[src/rtl/fifo_wr_ctrl_if.sv]
// Write-side bundle between the producer, the write controller and the read-side logic.
// The slave modport is the controller's view; the master modport is the producer/read-side view.
interface fifo_wr_ctrl_if #(
    parameter int BUS_WIDTH = 66,
    parameter int F_DEPTH   = 4,
    parameter int P_SIZE    = 3
);
    logic                 wr_en;
    logic [BUS_WIDTH-1:0] wr_data;
    logic [P_SIZE-1:0]    sync_rd_gray_ptr;
    logic [P_SIZE-1:0]    wr_gray_ptr;
    logic                 wr_full;
    logic                 wr_overflow;
    logic [P_SIZE-1:0]    wr_level;
    logic [BUS_WIDTH-1:0] mem [F_DEPTH];

    modport slave (
        input  wr_en, wr_data, sync_rd_gray_ptr,
        output wr_gray_ptr, wr_full, wr_overflow, wr_level, mem
    );

    modport master (
        output wr_en, wr_data, sync_rd_gray_ptr,
        input  wr_gray_ptr, wr_full, wr_overflow, wr_level, mem
    );
endinterface

[src/rtl/fifo_wr_ctrl.sv]
// Write half of an async FIFO: binary/Gray write pointer, registered full flag,
// sticky overflow, write-side level and the storage array exported to the read side.
module fifo_wr_ctrl #(
    parameter int BUS_WIDTH = 66,
    parameter int F_DEPTH   = 4,
    parameter int P_SIZE    = 3
) (
    input  logic              CLK,
    input  logic              RST,
    fifo_wr_ctrl_if.slave     bus
);
    localparam int ADDR_W = P_SIZE - 1;
    // Full when our next Gray pointer equals the read pointer with its two MSBs flipped.
    localparam logic [P_SIZE-1:0] FULL_MASK = P_SIZE'(3) << (P_SIZE - 2);

    logic [P_SIZE-1:0] wptr_bin_q, wptr_bin_d;
    logic [P_SIZE-1:0] wr_gray_q, wr_gray_d;
    logic [P_SIZE-1:0] rd_bin;
    logic              wr_full_q, wr_full_d;
    logic              wr_ovf_q, wr_ovf_d;
    logic              wr_accept;

    genvar gi;

    generate
        for (gi = 0; gi < P_SIZE; gi++) begin : g_gray2bin
            assign rd_bin[gi] = ^(bus.sync_rd_gray_ptr >> gi);
        end
    endgenerate

    always_comb begin
        wr_accept  = bus.wr_en & ~wr_full_q;
        wptr_bin_d = wptr_bin_q + P_SIZE'(wr_accept);
        wr_gray_d  = (wptr_bin_d >> 1) ^ wptr_bin_d;
        wr_full_d  = (wr_gray_d == (bus.sync_rd_gray_ptr ^ FULL_MASK));
        wr_ovf_d   = wr_ovf_q | (bus.wr_en & wr_full_q);
    end

    always_ff @(posedge CLK or negedge RST) begin
        if (!RST) begin
            wptr_bin_q <= '0;
            wr_gray_q  <= '0;
            wr_full_q  <= 1'b0;
            wr_ovf_q   <= 1'b0;
        end else begin
            wptr_bin_q <= wptr_bin_d;
            wr_gray_q  <= wr_gray_d;
            wr_full_q  <= wr_full_d;
            wr_ovf_q   <= wr_ovf_d;
        end
    end

    // One register per word so the whole array can be cleared by the async reset.
    generate
        for (gi = 0; gi < F_DEPTH; gi++) begin : g_mem
            logic [BUS_WIDTH-1:0] word_q;

            always_ff @(posedge CLK or negedge RST) begin
                if (!RST) begin
                    word_q <= '0;
                end else if (wr_accept && (wptr_bin_q[ADDR_W-1:0] == ADDR_W'(gi))) begin
                    word_q <= bus.wr_data;
                end
            end

            assign bus.mem[gi] = word_q;
        end
    endgenerate

    assign bus.wr_gray_ptr = wr_gray_q;
    assign bus.wr_full     = wr_full_q;
    assign bus.wr_overflow = wr_ovf_q;
    assign bus.wr_level    = wptr_bin_q - rd_bin;
endmodule

[src/flat_wrapper.sv]
// flat-port wrapper written by rule: the top's interface ports become plain ports
module fifo_wr_ctrl_flat 
#(
    parameter int BUS_WIDTH = 66,
    parameter int F_DEPTH   = 4,
    parameter int P_SIZE    = 3
)
  (CLK, RST, bus_wr_en, bus_wr_data, bus_sync_rd_gray_ptr, bus_wr_gray_ptr, bus_wr_full, bus_wr_overflow, bus_wr_level, bus_mem);
  fifo_wr_ctrl_if #(.BUS_WIDTH(BUS_WIDTH), .F_DEPTH(F_DEPTH), .P_SIZE(P_SIZE)) bus_i ();
  input  logic CLK;
  input  logic RST;
  input wire logic [$bits(bus_i.wr_en)-1:0] bus_wr_en;
  input wire logic [$bits(bus_i.wr_data)-1:0] bus_wr_data;
  input wire logic [$bits(bus_i.sync_rd_gray_ptr)-1:0] bus_sync_rd_gray_ptr;
  output wire logic [$bits(bus_i.wr_gray_ptr)-1:0] bus_wr_gray_ptr;
  output wire logic [$bits(bus_i.wr_full)-1:0] bus_wr_full;
  output wire logic [$bits(bus_i.wr_overflow)-1:0] bus_wr_overflow;
  output wire logic [$bits(bus_i.wr_level)-1:0] bus_wr_level;
  output wire logic [$bits(bus_i.mem)-1:0] bus_mem;
  assign bus_i.wr_en = bus_wr_en;
  assign bus_i.wr_data = bus_wr_data;
  assign bus_i.sync_rd_gray_ptr = bus_sync_rd_gray_ptr;
  assign bus_wr_gray_ptr = bus_i.wr_gray_ptr;
  assign bus_wr_full = bus_i.wr_full;
  assign bus_wr_overflow = bus_i.wr_overflow;
  assign bus_wr_level = bus_i.wr_level;
  assign bus_mem = {>>{bus_i.mem}};
  fifo_wr_ctrl #(.BUS_WIDTH(BUS_WIDTH), .F_DEPTH(F_DEPTH), .P_SIZE(P_SIZE)) u_core (.CLK(CLK), .RST(RST), .bus(bus_i));
endmodule
[config.mk]
export PLATFORM = sky130hd
export DESIGN_NAME = fifo_wr_ctrl_flat
export DESIGN_NICKNAME = d
export VERILOG_FILES = /design/src/rtl/fifo_wr_ctrl_if.sv /design/src/rtl/fifo_wr_ctrl.sv /design/src/flat_wrapper.sv
export SDC_FILE = /design/constraint.sdc
export NUM_CORES = 1
export LEC_CHECK = 0
export BUFFER_PORTS_ARGS = -buffer_cell sky130_fd_sc_hd__buf_2
export CORE_AREA = 5 5 191 230
export DETAILED_ROUTE_END_ITERATION = 10
export DIE_AREA = 0 0 196 235
export MAX_ROUTING_LAYER = met4
export SETUP_SLACK_MARGIN = 0.2
export SLEW_MARGIN = 40
export SYNTH_ARGS = -nofsm -noshare
export SYNTH_HDL_FRONTEND = slang
export SYNTH_SLANG_ARGS = --single-unit
[constraint.sdc]
create_clock -name CLK -period 1.7 [get_ports CLK]
set_clock_uncertainty 0.2 [all_clocks]
set_input_delay 0.085 -clock CLK [delete_from_list [all_inputs] [get_ports CLK]]
set_output_delay 0.085 -clock CLK [all_outputs]
set_load 0.01 [all_outputs]
-- Word-level counts from Yosys, hierarchy flattened
Index checks and enable logic that the tools add are counted.
- bits in registers: 272
- bits in latches: 0
- bits in writable memories: 0
- bits in read-only memories: 0
- memories: 0
- add/subtract/negate cells: 2
- multiply operators: 0
- divide/modulo/power cells: 0
- magnitude comparators: 0
- equal/unequal tests: 4
- shifts and indexed selects: 0
- multiplexer cells: 0
- bitwise logic cells: 6
- reduce and logical (&&, ||, !) cells: 8
- operators by type and width (operator ; count):
    $reduce_xor 3->1 ; 3
    $eq 2x2->1 const B ; 2
    $logic_and 1x1->1 ; 4
    $add 3x1->3 ; 1
    $eq 3x3->1 ; 1
    $sub 3x3->3 ; 1
    $xor 2x3->3 ; 1
    $and 1x1->1 ; 2
    $eq 2x1->1 const B ; 1
    $logic_not 2->1 ; 1
    $not 2->2 ; 1
    $not 1->1 ; 1
    $or 1x1->1 ; 1

-- Logic depth before layout (Yosys ltp)
- word-level depth: 5
- depth in mapped cells: 8
- mapped depth without buffers: 8

-- Worst setup path before layout
OpenSTA, ideal clock, no wires.
- path kind: flip-flop to flip-flop
- start point: register u_core.wr_full_q, in the netlist u_core.bus.wr_full
- end point: register u_core.wr_full_q, in the netlist u_core.bus.wr_full
- arrival: 1460 ps
- required time: 1379 ps
- slack: -82 ps
- cell stages (with the launch flop): 8
- path buffers: 0
- clock period less this slack: 1782 ps
- cells stage by stage: dfrtp_1 > nor2b_4 > ha_1 > ha_1 > xnor2_1 > inv_1 > mux2i_1 > o2bb2ai_1
- word-level cells in the longest chain between the ends: 5
- RTL lines (what ; line ; RTL):
    start: declaration ; fifo_wr_ctrl.sv:19 ; logic wr_full_q, wr_full_d;
    start signal: assignment ; fifo_wr_ctrl.sv:48 ; wr_full_q <= wr_full_d;
    $not 1->1 ; fifo_wr_ctrl.sv:32 ; wr_accept = bus.wr_en & ~wr_full_q;
    $and 1x1->1 ; fifo_wr_ctrl.sv:32 ;
    $add 3x1->3 ; fifo_wr_ctrl.sv:33 ; wptr_bin_d = wptr_bin_q + P_SIZE'(wr_accept);
    via u_core.wptr_bin_d[2] ; fifo_wr_ctrl.sv:16 ; logic [P_SIZE-1:0] wptr_bin_q, wptr_bin_d;
    $xor 2x3->3 ; fifo_wr_ctrl.sv:34 ; wr_gray_d = (wptr_bin_d >> 1) ^ wptr_bin_d;
    $eq 3x3->1 ; fifo_wr_ctrl.sv:35 ; wr_full_d = (wr_gray_d == (bus.sync_rd_gray_ptr ^ FULL_MASK));
    via u_core.wr_full_d ; fifo_wr_ctrl.sv:19 ;
The timed path passes the listed nets, and every way through them passes these cells.
A chain may end at the register's enable or synchronous reset.

-- Worst setup path in the final report
- start point: register u_core.wptr_bin_q[0]
- end point: output bus_wr_level[2]
- word-level cells in the longest chain between the ends: 1
- RTL lines (what ; line ; RTL):
    start: declaration ; fifo_wr_ctrl.sv:16 ;
    start signal: assignment ; fifo_wr_ctrl.sv:46 ; wptr_bin_q <= wptr_bin_d;
    $sub 3x3->3 ; fifo_wr_ctrl.sv:73 ; assign bus.wr_level = wptr_bin_q - rd_bin;
    end: declaration ; flat_wrapper.sv:18 ; output wire logic [$bits(bus_i.wr_level)-1:0] bus_wr_level;
No other way between the ends.

==> flow_summary.yaml <==
status:
  outcome: "finished with violations"
  violations: "negative hold slack, negative setup slack"
floorplanning:
  start_util: 0.247
  chipHeight_um: 235
  die_w_um: 196
  core-area_mm2: 0.0414
  dieArea_mm2: 0.0461
  std_cell_rows: 82
  io_pins: 344
critical_path:
  crit_required_ps: 1410
  cp-end-kind: "primary output"
  regToRegSetupSlack_ps: -370
  reg2reg_depth: 9
  setup.worst_path.start_class: "flip-flop"
  critPathCapture: "bus_wr_level[2]"
  crit_family: "adder cells"
  arrival_ps: 2000
  cp-startpoint: "u_core.wptr_bin_q[0]$_DFF_PN0_"
  critPathKind: "flip-flop to primary output"
  path_buf_inv: 3
  cp_max_fo: 2
  path_cells: "inv_4 > ha_4 > inv_2 > fa_2 > xor2_1 > xnor2_1 > buf_2"
  crit_cells: 7
  critPathMaxStageDelay_ps: 420
  rr_endpoint: "u_core.g_mem[1].word_q[45]$_DFFE_PN0P_"
  rr_startpoint: "u_core.bus.wr_full$_DFF_PN0_"
  cp_slowest_cell: "dfrtp_2"
yosys:
  synthDistinctLibCells: 23
  synth_area_mm2: 0.0102
  ys_ff_latch: 271
  synth_edf_count: 0
  synth_area_leaders: "dfrtp_1, mux2_2, mux2_1"
  synth_top_area_frac: 0.663
  seq_area_frac_synth: 0.663
  synthFlopType: "dfrtp_1"
  yosys.area.top_type: "dfrtp_1"
  yosysWarnings: 0
  yosysMostFrequentCell: "dfrtp_1"
  async_flop_share: 1.00
  syn_inst: 595
  synth_nets: 671
  syn_area_per_cell_um2: 17.2
  synthTopCellsByCount: "dfrtp_1, mux2_2, mux2_1"
grt:
  track_usage: 0.149
  overflow: 0
  grt_max_degree: 60
  antenna_found_initial: 1
  grt_first_pass_wirelength_mm: 52.2
  grt_pass1_vias: 8226
route:
  dr.pass1.iters: 4
  routedWlPerCell_um: 20.9
  wl_mm: 35.3
  drtAntennaViolNets: 0
  num_vias: 7179
  vias_per_cell: 4.25
  drt_iter0_markers: 143
  drc: 0
timing:
  setup_ws_ps: -582
  setup_viol: 269
  worstMarginPinSlew_ps: 565
  slew_headroom: 0.623
  period_share: 1.34
  slew_violations: 0
  period_minus_slack_ps: 2280
  hold_viol: 42
  rsz0062_at_grt: "true"
  max_clock_freq_mhz: 438
  fin_hold_ws_ps: -110
finish:
  layout.area.seq_mm2: 0.00679
  drive_above_1_share: 0.682
  final_cells: 1688
  fin_util: 0.406
  multiInputGateArea_mm2: 0.00406
  n_fill_cell: 3883
  syn2layout_area_growth_pct: 64.6
  final_nets: 1198
clocking:
  h-tree-depth: 1
  cts_buffers: 29
  cts_hold_buffers: 74
  clockBufferDepth: 3
  cts_tree: "yes"
  cts_root_buffer: "clkbuf_16"
  numClockSinks: 271
  clkTransAtPathRegs_ps: 60
  insertion_delay_ps: 540
pwr:
  comb_power_share: 0.473
  power_leakage_uw: 0.00808
  clockPowerShare: 0.182
  power_density_mw_per_mm2: 2020
  ir_worst_vdd_mv: 1.03
  power_frac_seq: 0.345
  internal_power_uw: 22800
  power_switching_uw: 11100
  p_sw_frac: 0.327
worst_hold_path:
  hp-class: "input port to async pin"
placed_design:
  gp_congestion: 0.765
  placedCellCount: 1505
  place_hpwl_mm: 20.6
  io_buffer_count: 343
  dp_slack_ps: -290
job:
  max_cap_violations: 0
==> per-layer routing <==
| layer | share of wire | global-route usage |
|---|---|---|
| met4 | 0.027 | 0.0470 |
| met1 | 0.41 | 0.177 |
| met5 | 0 | - |
| met2 | 0.51 | 0.255 |
| met3 | 0.058 | 0.0321 |
==> logic make-up (layout without fill, tap and decap cells) <==
family	count (synthesis)	count (layout)	share of synthesized area
XOR/XNOR	7	7	0.00600
buffers and inverters	33	579	0.0225
adder cells (fa/ha/maj)	4	4	0.00563
AND/OR/NAND/NOR	12	12	0.00820
AO/OA/AOI/OAI	2	2	0.00159
flip-flops	271	271	0.663
other	0	1	0
multiplexers	266	266	0.293
==> state kept, by name (all words and copies together), names as in the netlist <==
register,flops
u_core.wptr_bin_q,3
u_core.bus.wr_overflow,1
u_core.bus.wr_full,1
u_core.bus.wr_gray_ptr,2
u_core.g_mem.word_q,264
==> worst register-to-register path, delay by kind of cell, from the launching register on <==
| family | cells | cell delay, ps |
|---|---|---|
| simple gates | 2 | 330 |
| mux | 1 | 300 |
| flops | 1 | 410 |
| buf+inv | 6 | 690 |
==> timing repair <==
action,CTS,global route
setup endpoints to repair,272,274
cloned,21,3
gates resized for setup,235,42
endpoints found under the hold margin,537,42
pin swaps,8,1
setup buffers,29,5
==> through the flow <==
stage                     setup TNS, ps  cell area (um^2)  total power (uW)
after CTS                        -61380             16500             33700
after floorplan                   -4830             10400             17700
after global placement           -21320             13100             23000
final                            -62630             16800             33900
after detailed placement         -28310             13100             23300
after global routing             -81760             16800             35800
==> placed cells by master, fill, tap and decap left out, types with 14 or more instances in the layout <==
master         count
buf_12            25
buf_2            339
dfrtp_1          268
buf_16            27
buf_8             14
dlygate4sd3_1     74
mux2_4           198
mux2_2            66
buf_4             24
buf_6             19
clkbuf_16         32
==> power groups by stage <==
stage / clock (uW) / sequential, uW / combinational (uW)
finish: 6180 / 11700 / 16000
global route: 6650 / 12100 / 17000
CTS: 6410 / 11700 / 15700
detailed placement: 0 / 11700 / 11700
global placement: 0 / 11500 / 11500
floorplan: 0 / 13000 / 4670
==> layout make-up <==
class	instances	share of cell area
tap	546	0.0406
sequential	271	0.403
antenna	1	0.000149
multi-input combinational	291	0.241
clock buffer	42	0.0490
clock inverter	8	0.00602
timing repair buffer	525	0.259
inverter	4	0.00104
==> worst min path at each step <==
stage,to,startpoint,slack (ps)
3_3_place_gp,u_core.g_mem[3].word_q[22]$_DFFE_PN0P_,RST,-120
5_1_grt,u_core.g_mem[3].word_q[17]$_DFFE_PN0P_,RST,-70
2_1_floorplan,u_core.bus.wr_full$_DFF_PN0_,RST,-410
3_5_place_dp,u_core.g_mem[3].word_q[22]$_DFFE_PN0P_,RST,-110
6_report,u_core.g_mem[3].word_q[17]$_DFFE_PN0P_,RST,-110
4_1_cts,u_core.g_mem[3].word_q[22]$_DFFE_PN0P_,RST,-130
No activity file was read; power rests on OpenSTA's default activity.
